--- src/rtl/rf_pkg.sv ---
// Shared definitions for the register-file sequencer: opcodes, FSM states,
// flag bit positions and opcode classification helpers.
package rf_pkg;

  localparam logic [3:0] OP_NOP  = 4'h0;
  localparam logic [3:0] OP_ADD  = 4'h1;
  localparam logic [3:0] OP_SUB  = 4'h2;
  localparam logic [3:0] OP_AND  = 4'h3;
  localparam logic [3:0] OP_OR   = 4'h4;
  localparam logic [3:0] OP_XOR  = 4'h5;
  localparam logic [3:0] OP_MOV  = 4'h6;
  localparam logic [3:0] OP_MOVI = 4'h7;
  localparam logic [3:0] OP_CMP  = 4'h8;

  typedef enum logic [1:0] {
    IDLE = 2'd0,
    READ = 2'd1,
    EXEC = 2'd2,
    WB   = 2'd3
  } state_t;

  localparam int unsigned FLAG_C = 3;
  localparam int unsigned FLAG_L = 2;
  localparam int unsigned FLAG_F = 1;
  localparam int unsigned FLAG_Z = 0;

  function automatic logic op_writes(input logic [3:0] op);
    return (op >= OP_ADD) && (op <= OP_MOVI);
  endfunction

  function automatic logic op_sets_flags(input logic [3:0] op);
    return (op == OP_ADD) || (op == OP_SUB) || (op == OP_CMP);
  endfunction

  function automatic logic op_illegal(input logic [3:0] op);
    return op > OP_CMP;
  endfunction

endpackage

--- src/rtl/rf_op_sequencer_if.sv ---
// Instruction handshake, register-file port and status bundle of the sequencer.
interface rf_op_sequencer_if;
  logic        InstrValid;
  logic [15:0] Instr;
  logic        InstrReady;
  logic [3:0]  RdestRegLoc;
  logic [3:0]  RsrcRegLoc;
  logic [15:0] RdestOut;
  logic [15:0] RsrcOut;
  logic        WrEn;
  logic [15:0] WrData;
  logic [3:0]  Flags;
  logic        Done;
  logic        Illegal;

  // master: the sequencer, which owns the register file's address/write side
  modport master (
    input  InstrValid, Instr, RdestOut, RsrcOut,
    output InstrReady, RdestRegLoc, RsrcRegLoc, WrEn, WrData, Flags, Done, Illegal
  );

  modport slave (
    output InstrValid, Instr, RdestOut, RsrcOut,
    input  InstrReady, RdestRegLoc, RsrcRegLoc, WrEn, WrData, Flags, Done, Illegal
  );
endinterface

--- src/rtl/rf_alu.sv ---
// Combinational ALU: 16-bit result plus candidate {C, L, F, Z} flags.
module rf_alu
  import rf_pkg::*;
(
  input  logic [3:0]  opcode,
  input  logic [15:0] A,
  input  logic [15:0] B,
  input  logic [7:0]  imm,
  output logic [15:0] result,
  output logic [3:0]  flags_next
);

  logic [16:0] sum;
  logic [16:0] diff;

  assign sum  = {1'b0, A} + {1'b0, B};
  assign diff = {1'b0, A} - {1'b0, B};

  always_comb begin
    result     = '0;
    flags_next = '0;
    case (opcode)
      OP_ADD: begin
        result             = sum[15:0];
        flags_next[FLAG_C] = sum[16];
        flags_next[FLAG_F] = (A[15] == B[15]) && (sum[15] != A[15]);
      end
      OP_SUB, OP_CMP: begin
        // bit 16 of the widened difference is the unsigned borrow (A < B)
        result             = diff[15:0];
        flags_next[FLAG_C] = diff[16];
        flags_next[FLAG_L] = diff[16];
        flags_next[FLAG_F] = (A[15] != B[15]) && (diff[15] != A[15]);
      end
      OP_AND:  result = A & B;
      OP_OR:   result = A | B;
      OP_XOR:  result = A ^ B;
      OP_MOV:  result = B;
      OP_MOVI: result = {8'h00, imm};
      default: result = '0;
    endcase
    flags_next[FLAG_Z] = (result == '0);
  end

endmodule

--- src/rtl/rf_op_sequencer.sv ---
// Four-phase sequencer (IDLE/READ/EXEC/WB) executing one register-register
// instruction at a time against the 16 x 16-bit register file.
module rf_op_sequencer
  import rf_pkg::*;
(
  input  logic                Clk,
  input  logic                Rst,
  rf_op_sequencer_if.master   bus
);

  state_t      state, state_nx;
  logic        ready_q;
  logic [15:0] instr_q;
  logic [15:0] opa_q, opb_q;
  logic [15:0] result_q;
  logic [3:0]  flags_q;

  logic [3:0]  opcode;
  logic [15:0] alu_result;
  logic [3:0]  alu_flags;
  logic        accept;

  assign opcode = instr_q[15:12];
  assign accept = (state == IDLE) && ready_q && bus.InstrValid;

  rf_alu u_alu (
    .opcode     (opcode),
    .A          (opa_q),
    .B          (opb_q),
    .imm        (instr_q[7:0]),
    .result     (alu_result),
    .flags_next (alu_flags)
  );

  // Ready is registered from the next state so it stays low during reset
  // and only rises on the first edge after release.
  always_ff @(posedge Clk or negedge Rst) begin
    if (!Rst) begin
      state   <= IDLE;
      ready_q <= 1'b0;
    end else begin
      state   <= state_nx;
      ready_q <= (state_nx == IDLE);
    end
  end

  always_ff @(posedge Clk or negedge Rst) begin
    if (!Rst) begin
      instr_q  <= '0;
      opa_q    <= '0;
      opb_q    <= '0;
      result_q <= '0;
      flags_q  <= '0;
    end else begin
      case (state)
        IDLE: if (accept) instr_q <= bus.Instr;
        READ: begin
          opa_q <= bus.RdestOut;
          opb_q <= bus.RsrcOut;
        end
        EXEC: begin
          result_q <= alu_result;
          if (op_sets_flags(opcode)) flags_q <= alu_flags;
        end
        default: ;
      endcase
    end
  end

  always_comb begin
    state_nx    = state;
    bus.WrEn    = 1'b0;
    bus.Done    = 1'b0;
    bus.Illegal = 1'b0;
    case (state)
      IDLE: if (accept) state_nx = READ;
      READ: state_nx = EXEC;
      EXEC: state_nx = WB;
      WB: begin
        bus.WrEn    = op_writes(opcode);
        bus.Done    = 1'b1;
        bus.Illegal = op_illegal(opcode);
        state_nx    = IDLE;
      end
      default: state_nx = IDLE;
    endcase
  end

  assign bus.InstrReady  = ready_q;
  assign bus.RdestRegLoc = instr_q[11:8];
  assign bus.RsrcRegLoc  = instr_q[3:0];
  assign bus.WrData      = result_q;
  assign bus.Flags       = flags_q;

endmodule

--- src/flat_wrapper.sv ---
// flat-port wrapper written by rule: the top's interface ports become plain ports
module rf_op_sequencer_flat import rf_pkg::*;
  (Clk, Rst, bus_InstrValid, bus_Instr, bus_RdestOut, bus_RsrcOut, bus_InstrReady, bus_RdestRegLoc, bus_RsrcRegLoc, bus_WrEn, bus_WrData, bus_Flags, bus_Done, bus_Illegal);
  rf_op_sequencer_if bus_i ();
  input  logic Clk;
  input  logic Rst;
  input wire logic [$bits(bus_i.InstrValid)-1:0] bus_InstrValid;
  input wire logic [$bits(bus_i.Instr)-1:0] bus_Instr;
  input wire logic [$bits(bus_i.RdestOut)-1:0] bus_RdestOut;
  input wire logic [$bits(bus_i.RsrcOut)-1:0] bus_RsrcOut;
  output wire logic [$bits(bus_i.InstrReady)-1:0] bus_InstrReady;
  output wire logic [$bits(bus_i.RdestRegLoc)-1:0] bus_RdestRegLoc;
  output wire logic [$bits(bus_i.RsrcRegLoc)-1:0] bus_RsrcRegLoc;
  output wire logic [$bits(bus_i.WrEn)-1:0] bus_WrEn;
  output wire logic [$bits(bus_i.WrData)-1:0] bus_WrData;
  output wire logic [$bits(bus_i.Flags)-1:0] bus_Flags;
  output wire logic [$bits(bus_i.Done)-1:0] bus_Done;
  output wire logic [$bits(bus_i.Illegal)-1:0] bus_Illegal;
  assign bus_i.InstrValid = bus_InstrValid;
  assign bus_i.Instr = bus_Instr;
  assign bus_i.RdestOut = bus_RdestOut;
  assign bus_i.RsrcOut = bus_RsrcOut;
  assign bus_InstrReady = bus_i.InstrReady;
  assign bus_RdestRegLoc = bus_i.RdestRegLoc;
  assign bus_RsrcRegLoc = bus_i.RsrcRegLoc;
  assign bus_WrEn = bus_i.WrEn;
  assign bus_WrData = bus_i.WrData;
  assign bus_Flags = bus_i.Flags;
  assign bus_Done = bus_i.Done;
  assign bus_Illegal = bus_i.Illegal;
  rf_op_sequencer u_core (.Clk(Clk), .Rst(Rst), .bus(bus_i));
endmodule
--- config.mk ---
export PLATFORM = sky130hd
export DESIGN_NAME = rf_op_sequencer_flat
export DESIGN_NICKNAME = d
export VERILOG_FILES = /design/src/rtl/rf_pkg.sv /design/src/rtl/rf_op_sequencer_if.sv /design/src/rtl/rf_alu.sv /design/src/rtl/rf_op_sequencer.sv /design/src/flat_wrapper.sv
export SDC_FILE = /design/constraint.sdc
export NUM_CORES = 1
export LEC_CHECK = 0
export CORE_MARGIN = 2
export CORE_UTILIZATION = 45
export DETAILED_ROUTE_END_ITERATION = 6
export PLACE_DENSITY = 0.69
export SYNTH_ARGS = -nofsm -noshare
export SYNTH_HDL_FRONTEND = slang
export SYNTH_SLANG_ARGS = --single-unit
--- constraint.sdc ---
create_clock -name Clk -period 4.1 [get_ports Clk]
set_clock_uncertainty 0.2 [all_clocks]
set_input_delay 0.82 -clock Clk [delete_from_list [all_inputs] [get_ports Clk]]
set_output_delay 0.82 -clock Clk [all_outputs]
set_load 0.01 [all_outputs]
; After elaboration in Yosys (flattened, before gate mapping)
; Cells that the tools add are included.
[word_totals]
word_cells = 52
out_inout_bits = 32
in_bits = 51
regBits = 71
[classes]
add_sub_neg = 2
mux = 9
n_eq_ne = 15
bitwise_logic = 3
order_cmp = 3
n_reduce_logical = 13
[op_table]
columns = cell, n
row1 = $pmux W16 S7, 1
row2 = $add A16 B16 Y17, 1
row3 = $sub A16 B16 Y17, 1
row4 = $and A16 B16 Y16, 1
row5 = $eq A4 B3 Y1 const B, 4
row6 = $logic_not A16 Y1, 1
row7 = $or A16 B16 Y16, 1
row8 = $xor A16 B16 Y16, 1
row9 = $eq A4 B2 Y1 const B, 2
row10 = $pmux W2 S4, 1
row11 = $logic_and A1 B1 Y1, 5
row12 = $eq A2 B2 Y1 const B, 2
row13 = $eq A4 B1 Y1 const B, 1
row14 = $eq A4 B4 Y1 const B, 1
row15 = $ge A4 B1 Y1 const B, 1
row16 = $gt A4 B4 Y1 const B, 1
row17 = $le A4 B3 Y1 const B, 1
row18 = $logic_not A2 Y1, 2
row19 = $mux W1, 4
row20 = $pmux W1 S2, 2
row21 = $reduce_and A2 Y1, 2
row22 = $ne A1 B1 Y1, 3
row23 = $eq A2 B1 Y1 const B, 1
row24 = $logic_or A1 B1 Y1, 2
row25 = other kinds (3), 3

; Logic depth before layout (Yosys ltp)
; Gate-level depths: netlist of run 1.
[logic_depth]
word_depth = 6
ltp_mapped = 12
depth_no_buf = 12

; Modules after synthesis
; A second synthesis of run 1 with hierarchy kept.
[hier_totals]
cells_unflattened = 610
hier_area_um2 = 5713.0
[modules_own_cells]
columns = module, seq_area_each_um2, cells_each, area_per_inst_um2, n_inst
row1 = rf_alu, 0.0, 437, 2930.3, 1
row2 = rf_op_sequencer, 1776.7, 173, 2782.7, 1

; Worst setup path after synthesis of run 1
; Ideal clock, no wire load.
[synth_timing]
path_type = flip-flop to flip-flop
startpoint = register u_core.opa_q[0]
endpoint = register u_core.flags_q[0], in the netlist u_core.bus.Flags[0]
setup_time_ps = 92
t_required_ps = 3808
slack_ps = 1219
synth_period_minus_slack_ps = 2881
path_buffers = 0
arrival_ps = 2589
path_stages_with_launch = 13
cell_sequence = dfrtp_1 inv_1 ha_1 inv_1 fa_1 a211oi_1 o31ai_1 a221o_1 o21ai_0 nand4_1 nor4_1 nand4_1 o31ai_2
[synth_between]
elab_chain_len = 3
word_cells_on_any_way = 7
cone_classes = add/sub (2) / mux (1) / bitwise (3) / reduce/logical (1)
[synth_lines]
columns = element, line_no
row1 = "start, declared", rf_op_sequencer.sv:14  ; logic [15:0] opa_q, opb_q;
row2 = "start signal, assigned", rf_op_sequencer.sv:58  ; opa_q <= bus.RdestOut;
row3 = "$sub A16 B16 Y17, or another cell as far along", rf_alu.sv:17  ; assign diff = {1'b0, A} - {1'b0, B};
row4 = $pmux W16 S7 *, rf_alu.sv:22  ; case (opcode)
row5 = $logic_not A16 Y1 *, rf_alu.sv:42  ; flags_next[FLAG_Z] = (result == '0);
row6 = "end signal, assigned", rf_op_sequencer.sv:63  ; if (op_sets_flags(opcode)) flags_q <= alu_flags;
row7 = "end, declared", rf_op_sequencer.sv:16  ; logic [3:0] flags_q;
; Every way passes the cells marked *; elsewhere a longest branch is shown, timed or not.
; A chain may end at the register's enable or synchronous reset.

; Worst setup path in the final report of run 1
[layout_timing]
startpoint = register u_core.instr_q[13]
endpoint = register u_core.flags_q[0], in the netlist u_core.bus.Flags[0]
[layout_between]
elab_chain_len = 4
word_cells_on_any_way = 14
cone_classes = eq/ne (8) / mux (1) / reduce/logical (5)
[layout_lines]
columns = element, line_no
row1 = "start, declared", rf_op_sequencer.sv:13  ; logic [15:0] instr_q;
row2 = "start signal, assigned", rf_op_sequencer.sv:56  ; IDLE: if (accept) instr_q <= bus.Instr;
row3 = "$eq A4 B4 Y1, or another cell as far along", "rf_pkg.sv:32, rf_alu.sv:22"
row4 = $reduce_or A2 Y1 / $logic_or A1 B1 Y1 (equally long branches), "rf_alu.sv:22, rf_pkg.sv:32"
row5 = $pmux W16 S7 / $logic_or A1 B1 Y1 (equally long branches), "rf_alu.sv:22, rf_pkg.sv:32"
row6 = $logic_not A16 Y1 / $reduce_and A2 Y1 (equally long branches), --
; Parallel ways exist; a longest one is shown, timed or not.

==> results.txt, run 1 <==
Result of the run: finished clean
Total non-filler cell area in the finished layout: 6490 µm²
Maximum number of buffers from clock root to sink: 2
Max Slew Vio Count: 0
First-pass GRT wire length: 25.9 mm
Post-cts sizing count: 0
Total clock buffers created by CTS: 9
Number of antenna repair diodes: 0
Transition time of the tightest slew-check pin: 1.30 ns
Routed wire per std cell: 19.9 µm
Buffer count from post-CTS setup fixing: 0
Global placer's final weighted congestion: 0.904
Worst EP required: 4.16 ns
Die ar.: 12700 µm²
Cell taking the most area after synthesis: sky130_fd_sc_hd__dfrtp_1
Fillers: 1045
Distinct cell type count after synthesis: 73
Multi-input gate area in the final layout: 3150 µm²
Area fraction of the dominant cell type after synthesis: 33.5%
Post-synth ARST share: 100%
Placed wire-length estimate after detailed placement: 12.0 mm
Cells taking the most area after synthesis: sky130_fd_sc_hd__dfrtp_1, sky130_fd_sc_hd__ha_1, sky130_fd_sc_hd__o21ai_0
Overall power consumption: 6.47 mW
Residual DRC: 0
Antenna violations before repair: 0
Total track usage: 26.0%
Number of buffers added on ports: 82
Overall overflow remaining after global route: 0
Ratio of total power to cell area: 998 nW/µm²
Synth Area per Inst: 8.80 µm²
#FFs+latches synth: 71
Starting Density: 46.3%
Setup repair after global routing missed its margin: no
Number of placement rows: 39
Sequential standard cell area: 1780 µm²
Leakage: 2.79 nW
Synth Warn #: 0
Worst Setup SP: u_core.instr_q[13]
F_max: 282 MHz
Critical-path maximum fanout: 23
Worst skew pair latency: 0.35 ns
Origin of the critical flop-to-flop path: u_core.instr_q[13]
Die Wd: 113 µm
Endpoints failing hold: 0
Routed Wire Length: 16.2 mm
Root buffer selected by CTS: sky130_fd_sc_hd__clkbuf_16
Routed vias/inst: 5.92
Die span in y: 113 µm
Hold Buf Count CTS: 0
Post-synthesis instance total: 603
Largest net degree at the start of global routing: 65
Number of synthesized flops with an enable pin: 0
Number of global-route vias before repair: 5008
Max_slew headroom: 11.8%
Arrival time at the worst endpoint: 3.61 ns
Minimum clock period after layout: 3.55 ns
Core box area: 11500 µm²
Total negative slack for setup checks: 0 ns
Growth of design area from synthesis to finish: 22.2%
Fraction of layout cells with a size suffix above 1: 9.54%
Number of standard cells in the final layout excluding fillers: 814
Cell area after synthesis: 5310 µm²
Number of failing setup endpoints in the final timing report: 0
Total placed cells including tap cells: 798
Category of the worst setup path launch point: flip-flop
Top_reg_cell synth: sky130_fd_sc_hd__dfrtp_1
Max-cap viol count: 0
Initial drt markers: 334
First-pass iteration count of the detailed router: 7
Start-to-end type of the worst setup path: reg -> reg
Clock sink count: 71
Clock edge transition at the registers on the reported setup and hold paths: 0.06 ns
I/O pin total: 83
Detailed-route via count: 4821
Most frequent standard cell in the layout excluding fill and tap cells: sky130_fd_sc_hd__clkdlybuf4s50_1
Post-detailed-route count of antenna-violating nets: 0
Commonest cells after routing, fill and taps aside: sky130_fd_sc_hd__clkdlybuf4s50_1, sky130_fd_sc_hd__dfrtp_1, sky130_fd_sc_hd__nand2_1, sky130_fd_sc_hd__ha_1, sky130_fd_sc_hd__o21ai_0
Peak supply drop: 0.409 mV
# nets final: 772
Worst min-delay path class: reg -> reg
Deepest level of the CTS H-tree: 3
Placed inst area: 6180 µm²
Syn Nets: 709
Final worst path period share: 86.6%
Sequential share of the synthesized area: 33.5%
CTS tree: built
Min Hold Slack: 0.276 ns
CP endpoint kind: flip-flop
Hold path start: u_core.bus.Flags[1]
## kinds of logic (layout without fill, tap and decap cells)
kind of cell	count (synthesis)	in the layout	share of synthesized area [%]
XOR/XNOR	3	3	0.495
adder cells (fa/ha/maj)	55	55	13.2
flip-flops	71	71	33.5
AO/OA/AOI/OAI	197	197	25.3
multiplexers	26	26	5.37
buffers and inverters	89	157	7.40
AND/OR/NAND/NOR	162	162	14.7
## power breakdown
group          internal [mW]  total, mW  switching (mW)
Sequential              1.05       1.42           0.362
Combinational           1.75       4.23            2.48
Clock                  0.480      0.822           0.342
Total                   3.29       6.47            3.18
## worst max-delay path: stages (launching register included)
cell	delay (ns)
sky130_fd_sc_hd__dfrtp_1	0.92
sky130_fd_sc_hd__xnor2_1	0.23
sky130_fd_sc_hd__or3_1	0.45
sky130_fd_sc_hd__o221a_2	0.28
sky130_fd_sc_hd__o21ai_0	0.14
sky130_fd_sc_hd__nor4_1	0.31
sky130_fd_sc_hd__nand4_1	0.17
sky130_fd_sc_hd__nor4_1	0.36
sky130_fd_sc_hd__nand4_1	0.19
sky130_fd_sc_hd__o31ai_2	0.20
## Yosys cell counts, types with 4 or more instances
cell type / count
sky130_fd_sc_hd__o22a_1: 4
sky130_fd_sc_hd__o211a_1: 4
sky130_fd_sc_hd__buf_4: 9
sky130_fd_sc_hd__nand2_1: 58
sky130_fd_sc_hd__nand2b_1: 5
sky130_fd_sc_hd__ha_1: 53
sky130_fd_sc_hd__a21o_1: 6
sky130_fd_sc_hd__a31oi_1: 5
sky130_fd_sc_hd__nor2b_1: 9
sky130_fd_sc_hd__dfrtp_1: 71
sky130_fd_sc_hd__nor2_1: 38
sky130_fd_sc_hd__nor4_1: 5
sky130_fd_sc_hd__o31ai_1: 9
sky130_fd_sc_hd__mux2i_1: 6
sky130_fd_sc_hd__a211oi_1: 7
sky130_fd_sc_hd__a221oi_1: 5
sky130_fd_sc_hd__and2_1: 5
sky130_fd_sc_hd__buf_2: 7
sky130_fd_sc_hd__a21oi_1: 37
sky130_fd_sc_hd__o21bai_1: 4
sky130_fd_sc_hd__o22ai_1: 4
sky130_fd_sc_hd__nand3_1: 8
sky130_fd_sc_hd__mux2_2: 20
sky130_fd_sc_hd__o21ai_0: 50
sky130_fd_sc_hd__o211ai_1: 9
sky130_fd_sc_hd__nor3_1: 14
sky130_fd_sc_hd__a222oi_1: 4
sky130_fd_sc_hd__inv_1: 48
sky130_fd_sc_hd__clkbuf_1: 21
sky130_fd_sc_hd__a22oi_1: 10
## through the flow
step	setup slack, ns	utilization, %
floorplan	1.22	-
finish	0.550	56.6
global placement	0.647	53.9
detailed placement	0.605	53.9
global route	0.283	56.6
CTS	0.589	56.6
## metal layers
metal | part of all wire, % | vias to the layer above | global-route usage (%)
met4 | 3.2 | 0 | 11.4
met5 | 0 | - | 0
met3 | 6.3 | 39 | 4.21
li1 | - | 2294 | -
met1 | 42 | 2309 | 32.4
met2 | 49 | 179 | 44.6
## path summary, 6_finish.rpt
path	cells after the start	endpoint	slack [ns]
min	2	u_core.bus.Flags[1]	0.28
max in group asynchronous	2	u_core.instr_q[13]	2.60
max	9	u_core.bus.Flags[0]	0.55
min in group asynchronous	1	u_core.opb_q[11]	0.31
max reg2reg	9	u_core.bus.Flags[0]	0.55
min reg2reg	2	u_core.bus.Flags[1]	0.28
## sequential cells by signal, summed over array words and instances (netlist names)
name	count
u_core.bus.Flags	4
u_core.state	2
u_core.instr_q	16
u_core.bus.InstrReady	1
u_core.opb_q	16
u_core.bus.WrData	16
u_core.opa_q	16
## final cells by class
| type | count | share of cell area, % |
|---|---|---|
| clock buffers | 9 | 3.47 |
| inverters | 48 | 2.78 |
| well taps | 143 | 2.76 |
| repair buffers | 93 | 13.9 |
| flip-flops and latches | 71 | 27.4 |
| multi-input cells | 443 | 48.5 |
| clock inverters | 7 | 1.23 |
Note: power is estimated with default switching activity, not from simulation.
==> run 2, diff against run 1 <==
Settings changed: GPL_TIMING_DRIVEN from default to 0, PLACE_DENSITY 0.69 to 0.68, SYNTH_HIERARCHICAL from default to 1.
==> run 2 against run 1 <==
Flip-flop and latch count is the same; via count rose by 7.9%; utilization is essentially flat; die area is 7.4% higher; fmax down 8.6%; non-clock buffer count is 30 higher.
==> results.txt, run 2 <==
Fillers: 1174
Result of the run: finished clean
First-pass iteration count of the detailed router: 5
Placed inst area: 6750 µm²
Worst Hold Path Cells: 1
Maximum number of buffers from clock root to sink: 2
Origin of the critical flop-to-flop path: u_core/opb_q[1]
Routed vias/inst: 5.92
Category of the worst setup path launch point: flip-flop
Depth of the most critical reg-to-reg path: 11
CP endpoint kind: flip-flop
Final worst path period share: 94.7%
Total track usage: 26.9%
Worst EP required: 4.18 ns
F_max: 258 MHz
#FFs+latches synth: 71
Number of buffers added on ports: 82
Max Slew Vio Count: 0
Transition time of the tightest slew-check pin: 1.08 ns
Number of placement rows: 41
Worst skew pair latency: 0.35 ns
Cell family with most CP delay: compound AO/OA/AOI/OAI gates
Placed wire-length estimate after detailed placement: 13.0 mm
Hold Crit Endpoint: u_core/bus.Flags[0]
Hold Buf Count CTS: 0
CTS tree: built
Die ar.: 13600 µm²
Max_slew headroom: 28.0%
Post-synthesis instance total: 610
Slowest-stage cell, CP: sky130_fd_sc_hd__dfrtp_1
Starting Density: 45.6%
# nets final: 807
I/O pin total: 83
First-pass GRT wire length: 27.7 mm
Max-cap viol count: 0
Most common cell in the netlist: sky130_fd_sc_hd__dfrtp_1
Residual DRC: 0
Initial drt markers: 441
Cell area after synthesis: 5710 µm²
Max incr delay on CP: 0.47 ns
Hold path start: u_core/bus.Flags[0]
Setup repair after global routing missed its margin: no
Arrival time at the worst endpoint: 3.97 ns
Synth Area per Inst: 9.37 µm²
Most frequent standard cell in the layout excluding fill and tap cells: sky130_fd_sc_hd__clkdlybuf4s50_1
Start-to-end type of the worst setup path: reg -> reg
Commonest cells after routing, fill and taps aside: sky130_fd_sc_hd__clkdlybuf4s50_1, sky130_fd_sc_hd__dfrtp_1, sky130_fd_sc_hd__mux2_2, sky130_fd_sc_hd__inv_1, sky130_fd_sc_hd__ha_1
Number of antenna repair diodes: 0
Synth Warn #: 6
Worst reg2reg endpoint: u_core/bus.Flags[0]
Number of standard cells in the final layout excluding fillers: 879
Routed Wire Length: 17.7 mm
Post-detailed-route count of antenna-violating nets: 0
Worst min-delay path class: reg -> reg
Clock edge transition at the registers on the reported setup and hold paths: 0.06 ns
Core box area: 12500 µm²
Routed wire per std cell: 20.1 µm
Top post-synthesis cells by count: sky130_fd_sc_hd__dfrtp_1, sky130_fd_sc_hd__mux2_2, sky130_fd_sc_hd__ha_1, sky130_fd_sc_hd__inv_1, sky130_fd_sc_hd__nor2_1
Number of synthesized flops with an enable pin: 0
Cells taking the most area after synthesis: sky130_fd_sc_hd__dfrtp_1, sky130_fd_sc_hd__mux2_2, sky130_fd_sc_hd__ha_1
Post-synth ARST share: 100%
Total non-filler cell area in the finished layout: 7080 µm²
Detailed-route via count: 5200
Antenna violations before repair: 0
CP Buf/Inv Count: 1
Deepest level of the CTS H-tree: 3
Largest net degree at the start of global routing: 72
Distinct cell type count after synthesis: 80
Cell taking the most area after synthesis: sky130_fd_sc_hd__dfrtp_1
Series of cell instances along the critical path: inv_1 > ha_1 > a211oi_1 > o31ai_1 > a31o_2 > a221oi_1 > nor2_1 > o32a_1 > a2111o_1 > nor4_2 > mux2_1
Top_reg_cell synth: sky130_fd_sc_hd__dfrtp_1
Clock sink count: 71
Global placer's final weighted congestion: 0.928
Die Wd: 117 µm
Growth of design area from synthesis to finish: 24.0%
Fraction of layout cells with a size suffix above 1: 17.8%
Flop-to-flop setup slack: 0.22 ns
Total clock buffers created by CTS: 9
Overall overflow remaining after global route: 0
Total placed cells including tap cells: 864
Critical-path maximum fanout: 6
Syn Nets: 715
Minimum clock period after layout: 3.88 ns
Die span in y: 117 µm
Number of global-route vias before repair: 5333
Number of failing setup endpoints in the final timing report: 0
Sequential share of the synthesized area: 31.1%
Endpoints failing hold: 0
Area fraction of the dominant cell type after synthesis: 31.1%
Root buffer selected by CTS: sky130_fd_sc_hd__clkbuf_16
[run 2: cell types whose count changed after synthesis, sizes merged, moves of 6 or more]
| cell | before | now |
|---|---|---|
| nand3 | 8 | 18 |
| o21ai | 53 | 32 |
| nand2 | 58 | 27 |
| a21oi | 37 | 30 |
| a22oi | 10 | 4 |
| mux2 | 20 | 74 |
[run 2: layout make-up]
class	instances	area (µm²)	share of cell area [%]
well taps	172	215	3.04
repair buffers	82	818	11.6
clock buffers	9	225	3.18
flip-flops and latches	71	1780	25.1
inverters	52	195	2.76
multi-input cells	445	3530	49.9
clock inverters	7	105	1.48
plain buffers	41	213	3.00
[run 2: worst max-delay path by stage]
stage                                  start                  end  slack (ns)  cells after the start
after floorplan              u_core/opa_q[0]  u_core/bus.Flags[0]        0.70                     12
after global placement                   Rst    u_core/instr_q[9]       -0.38                      1
after detailed placement  u_core/instr_q[14]  u_core/bus.Flags[0]        0.11                     10
after CTS                 u_core/instr_q[14]  u_core/bus.Flags[0]        0.09                     10
after global routing         u_core/opa_q[2]  u_core/bus.Flags[0]       0.003                     12
final                        u_core/opb_q[1]  u_core/bus.Flags[0]        0.22                     11
[run 2: cell families (layout without fill, tap and decap cells)]
family	Yosys count	count (layout)	synth area share [%]
flops	71	71	31.1
compound gates	159	159	19.4
xor+xnor	4	4	0.613
buf+inv	94	191	7.21
mux	79	79	15.7
simple gates	149	149	13.9
fa+ha+maj	54	54	12.1
[run 2: what timing repair did]
item,in CTS,in global routing
setup endpoints to repair,0,1
resized for setup,0,2
buffers inserted,0,0
[run 2: metrics by stage]
| stage | utilization [%] | TNS [ns] | hold WS [ns] | worst slack, ns |
|---|---|---|---|---|
| after global routing | 56.6 | 0 | 0.315 | 0.00336 |
| final | 56.6 | 0 | 0.293 | 0.217 |
| after global placement | 53.9 | -26.20 | 0.279 | -0.377 |
| after floorplan | - | 0 | 0.279 | 0.696 |
| after CTS | 56.5 | 0 | 0.302 | 0.0911 |
| after detailed placement | 53.9 | 0 | 0.289 | 0.107 |
[run 2: worst register-to-register path, delay by kind of cell (launching register included)]
family,cells,cell delay (ns)
AO/OA/AOI/OAI,6,2.23
flip-flops,1,0.47
multiplexers,1,0.16
adder cells (fa/ha/maj),1,0.34
AND/OR/NAND/NOR,2,0.30
buffers and inverters,1,0.11
[run 2: metal layers]
metal	global-route usage, %	up-vias	share of wire [%]	wire (µm)
li1	-	2395	-	-
met1	32.9	2541	40	7120
met2	46.9	220	50	8780
met3	3.58	44	6.1	1080
met4	13.2	0	4.1	723
met5	0	-	0	0
Power of run 2 is not shown: default switching activity piles up to over one toggle a cycle in this logic, so the estimate is an artifact.
==> run 3, diff against run 2 <==
Settings changed: PLACE_DENSITY 0.68 to 0.66, SLEW_MARGIN from default to 0.
==> run 3 against run 2 <==
Design area down 0.69%; die area unchanged; register-to-register slack about the same; cell count up 0.11%; count of clock-buffer cells in the layout up 1; flip-flop and latch count unchanged; largest cell class unchanged.
==> results.txt, run 3 (synthesized netlist as in run 2, its figures left out) <==
Result of the run: finished clean
Overall overflow remaining after global route: 0
Number of global-route vias before repair: 5151
Largest net degree at the start of global routing: 72
Number of failing setup endpoints in the final timing report: 0
Routed vias/inst: 5.77
CP endpoint kind: flip-flop
Post-cts sizing count: 1
Die span in y: 117 µm
Routed wire per std cell: 20.0 µm
Minimum clock period after layout: 3.88 ns
# nets final: 808
Total placed cells including tap cells: 864
Root buffer selected by CTS: sky130_fd_sc_hd__clkbuf_16
Clock edge transition at the registers on the reported setup and hold paths: 0.06 ns
Fillers: 1180
Final worst path period share: 94.5%
Most frequent standard cell in the layout excluding fill and tap cells: sky130_fd_sc_hd__clkdlybuf4s50_1
Endpoints failing hold: 0
Deepest level of the CTS H-tree: 3
Max-cap viol count: 0
First-pass iteration count of the detailed router: 5
Buffer count from post-CTS setup fixing: 0
Maximum number of buffers from clock root to sink: 2
Max Slew Vio Count: 0
Total negative slack for setup checks: 0 ns
Residual DRC: 0
Die Wd: 117 µm
CTS tree: built
Worst skew pair latency: 0.35 ns
Total clock buffers created by CTS: 9
F_max: 258 MHz
Post-detailed-route count of antenna-violating nets: 0
Fraction of layout cells with a size suffix above 1: 17.7%
Growth of design area from synthesis to finish: 23.1%
Number of antenna repair diodes: 0
Crit path setup slack, layout: 0.225 ns
Number of standard cells in the final layout excluding fillers: 880
Worst min-delay path class: reg -> reg
Critical-path maximum fanout: 3
Detailed-route via count: 5076
Category of the worst setup path launch point: flip-flop
Max_slew headroom: 34.7%
Final core occ: 56.2%
Global placer's final weighted congestion: 0.927
Die ar.: 13600 µm²
Routed Wire Length: 17.6 mm
Placed wire-length estimate after detailed placement: 13.3 mm
Setup repair after global routing missed its margin: no
Number of placement rows: 41
Arrival time at the worst endpoint: 3.96 ns
Total track usage: 27.0%
Worst EP required: 4.19 ns
Core box area: 12500 µm²
Hold Buf Count CTS: 0
Transition time of the tightest slew-check pin: 0.978 ns
Clock sink count: 71
Initial drt markers: 353
Antenna violations before repair: 0
Commonest cells after routing, fill and taps aside: sky130_fd_sc_hd__clkdlybuf4s50_1, sky130_fd_sc_hd__dfrtp_1, sky130_fd_sc_hd__mux2_2, sky130_fd_sc_hd__inv_1, sky130_fd_sc_hd__ha_1
Number of buffers added on ports: 82
Worst slack after detailed placement: 0.00257 ns
I/O pin total: 83
First-pass GRT wire length: 27.7 mm
Start-to-end type of the worst setup path: reg -> reg
Starting Density: 45.6%
run 3: routing by layer:
metal / vias up / part of all wire [%] / wire (µm) / track usage, %
li1: 2400 / - / - / -
met1: 2458 / 42 / 7400 / 33.6
met2: 176 / 49 / 8670 / 47.1
met3: 42 / 5.4 / 946 / 3.43
met4: 0 / 3.3 / 573 / 11.5
met5: - / 0 / 0 / 0
run 3: through the flow:
| stage | instance area [µm²] | hold slack [ns] |
|---|---|---|
| final | 7030 | 0.293 |
| after global routing | 7030 | 0.323 |
| after CTS | 7030 | 0.300 |
| after detailed placement | 6750 | 0.284 |
| after global placement | 6750 | 0.278 |
| after floorplan | 5710 | 0.279 |
run 3: final timing paths:
kind,from,to,slack [ns],cells past startpoint
setup / recovery,u_core/opa_q[0],u_core/bus.Flags[0],0.22,12
hold / removal,u_core/bus.Flags[0],u_core/bus.Flags[0],0.29,1
setup reg to reg,u_core/opa_q[0],u_core/bus.Flags[0],0.22,12
hold reg to reg,u_core/bus.Flags[0],u_core/bus.Flags[0],0.29,1
max in group asynchronous,Rst,u_core/bus.WrData[4],2.72,1
min in group asynchronous,Rst,u_core/opa_q[13],0.40,1
run 3: area by class of cell:
| type | instances | area (µm²) | share of cell area [%] |
|---|---|---|---|
| tap | 172 | 215 | 3.06 |
| buffer | 42 | 216 | 3.08 |
| clock buffer | 10 | 239 | 3.40 |
| inverter | 52 | 195 | 2.77 |
| multi-input combinational | 445 | 3530 | 50.2 |
| clock inverter | 6 | 42.5 | 0.605 |
| timing repair buffer | 82 | 818 | 11.6 |
| sequential | 71 | 1780 | 25.3 |
run 3: worst max-delay path: stages, from the launching register on:
cell	delay, ns
sky130_fd_sc_hd__dfrtp_1	0.37
sky130_fd_sc_hd__inv_1	0.07
sky130_fd_sc_hd__ha_1	0.23
sky130_fd_sc_hd__fa_1	0.41
sky130_fd_sc_hd__o21bai_1	0.31
sky130_fd_sc_hd__nand2_1	0.11
sky130_fd_sc_hd__a21oi_1	0.20
sky130_fd_sc_hd__o31ai_1	0.09
sky130_fd_sc_hd__a221o_1	0.35
sky130_fd_sc_hd__or4_1	0.53
sky130_fd_sc_hd__or4b_1	0.52
sky130_fd_sc_hd__nor4_2	0.26
sky130_fd_sc_hd__mux2_1	0.15
Power of run 3 is left out for the same reason.
==> variant: new RTL, flow settings as in run 2 <==
Re-encode `state_t` (4 states) as Gray code, 2 bits wide.
--- a/src/rtl/rf_pkg.sv
+++ b/src/rtl/rf_pkg.sv
@@ -13,10 +13,10 @@
   localparam logic [3:0] OP_CMP  = 4'h8;
 
   typedef enum logic [1:0] {
-    IDLE = 2'd0,
-    READ = 2'd1,
-    EXEC = 2'd2,
-    WB   = 2'd3
+    IDLE = 2'b00,
+    READ = 2'b01,
+    EXEC = 2'b11,
+    WB   = 2'b10
   } state_t;
 
   localparam int unsigned FLAG_C = 3;
Formal check against the unedited RTL: no difference found for any inputs over 10 cycles, from zero or initial values and one cycle with Rst low; not proved beyond that.
==> variant against run 2 <==
  * Via count decreased by 2.0%
  * Worst setup slack worse by 0.071 ns
  * Cell area shrank 0.12%
  * Global-route usage down 0.68 points
  * Highest routed layer unchanged
  * Sequential cell count unchanged
  * Wire length shrank 2.1%
  * Area after synthesis is 0.57% higher
  * Sequential share of layout area barely moved
  * Non-clock buffer count increased by 1
  * Final cell count shrank 0.34%
  * Largest cell class unchanged
Power is not shown: default switching activity piles up to over one toggle a cycle in this logic, so the estimate is an artifact.
==> variant: results (changes against run 2) <==
| Metric | Value |
|---|---|
| Area contributors post-synth | `sky130_fd_sc_hd__dfrtp_1 (31%), sky130_fd_sc_hd__mux2_2 (12%), sky130_fd_sc_hd__ha_1 (10%)` |
| Data arrival time of the critical path | `3.98 ns (about the same)` |
| Fraction of layout instances using a drive strength above 1 | `0.190 (+0.0121)` |
| Clock latency at the later pin of the worst-skew pair | `about 0.34 ns` |
| Wire length per cell | `19.8 µm (-1.8%)` |
| Worst Hold Path EP | `u_core/bus.WrData[0]` |
| Dpl cells | `860 (-0.46%)` |
| Total detailed-routing wirelength | `17.3 mm (-2.1%)` |
| Count of clock-net buffers in the final layout | `10 (+1)` |
| Detailed placer's ending HPWL | `13.1 mm (+0.81%)` |
| First-pass GRT wire length | `26.7 mm (-3.7%)` |
| Beginning of the worst hold path | `u_core/bus.WrData[0]` |
| Max stage delay on crit path | `0.74 ns (+0.27 ns)` |
| Fraction of the yosys area taken by sequential cells | `0.309 (-0.00176)` |
| Number of distinct library cell variants in the gate-level netlist after synthesis | `85 (+6.3%)` |
| Vias after detailed routing | `5,094 (-2.0%)` |
| Critical path's slowest cell | `sky130_fd_sc_hd__nor4bb_2` |
| Non-clock buffer total of the final layout | `124 (+0.81%)` |
| Cell depth of the worst flop-to-flop path | `10 (-1)` |
| Fillcell total | `1,179 (+0.43%)` |
| Gate Count Post-Synth | `606 (-0.66%)` |
| Commonest cells in the netlist | `sky130_fd_sc_hd__dfrtp_1 (71), sky130_fd_sc_hd__mux2_2 (63), sky130_fd_sc_hd__inv_1 (50), sky130_fd_sc_hd__ha_1 (48), sky130_fd_sc_hd__nor2_1 (33)` |
| Initial detailed-routing violation count | `523 (+19%)` |
| Multi-input gate area | `0.00354 mm² (+0.25%)` |
| Net Count, Synth | `707 (-1.1%)` |
| Pin slew with the least headroom to its limit | `0.925 ns (-0.152 ns)` |
| Register-to-register path setup slack | `0.15 ns (-0.07 ns)` |
| Clock-cell share | `0.0400 (-0.00666)` |
| Layout multi-input combinational cell count | `443 (-0.45%)` |
| Final Wtd Congestion | `0.929 (+0.11%)` |
| Placement-stage cell area | `0.00678 mm² (+0.48%)` |
| Worst hold-check path type | `reg2reg` |
| Non-clock inverters | `50 (-3.8%)` |
| Worst flop-to-flop path startpoint | `u_core/instr_q[14]` |
| Worst path top cell family by delay | `simple AND/OR/NAND/NOR gates` |
| Run status | `finished clean` |
| Number of global-route vias before repair | `4,882 (-8.5%)` |
| Utilization after layout | `0.565 (-0.000700)` |
| NumNets Final | `800 (-0.87%)` |
-- variant: cell count changes in the layout (fill, tap and decap cells not counted), sizes merged, moves of 2 or more --
cell / before / now
bufinv: 2 / 0
inv: 54 / 51
a21oi: 30 / 28
ha: 52 / 48
clkinv: 2 / 4
nand2: 27 / 29
-- variant: metal layers --
| metal | share of wire | global-route usage | up-vias | routed length [µm] |
|---|---|---|---|---|
| met5 | 0 | 0 | - | 0 |
| met4 | 0.018 | 0.0918 | 0 | 312 |
| met3 | 0.064 | 0.0438 | 21 | 1120 |
| met2 | 0.44 | 0.385 | 220 | 7650 |
| met1 | 0.48 | 0.390 | 2458 | 8250 |
| li1 | - | - | 2395 | - |
-- variant: worst max path at each step --
stage	start	to
after CTS	u_core/opa_q[0]	u_core/bus.Flags[0]
after detailed placement	u_core/instr_q[14]	u_core/bus.Flags[0]
after global routing	u_core/instr_q[14]	u_core/bus.Flags[0]
after floorplan	u_core/opa_q[0]	u_core/bus.Flags[0]
final	u_core/instr_q[14]	u_core/bus.Flags[0]
after global placement	Rst	u_core/instr_q[11]
-- variant: kinds of logic after synthesis --
kind of cell,Yosys count,synth area share
buffers and inverters,92,0.0762
AND/OR/NAND/NOR,153,0.145
adder cells (fa/ha/maj),50,0.111
multiplexers,79,0.161
AO/OA/AOI/OAI,157,0.191
XOR/XNOR,4,0.00610
flip-flops,71,0.309
-- variant: stage by stage --
step / setup WS (ns) / hold slack (ns)
floorplan: 0.666 / 0.280
global placement: -0.360 / 0.286
detailed placement: -0.0265 / 0.294
CTS: 0.222 / 0.307
global route: 0.00341 / 0.315
finish: 0.146 / 0.301
-- variant: timing repair --
action	in CTS	in global routing
endpoints found under the hold margin	0	0
setup endpoints to repair	1	1
gates resized for setup	1	2
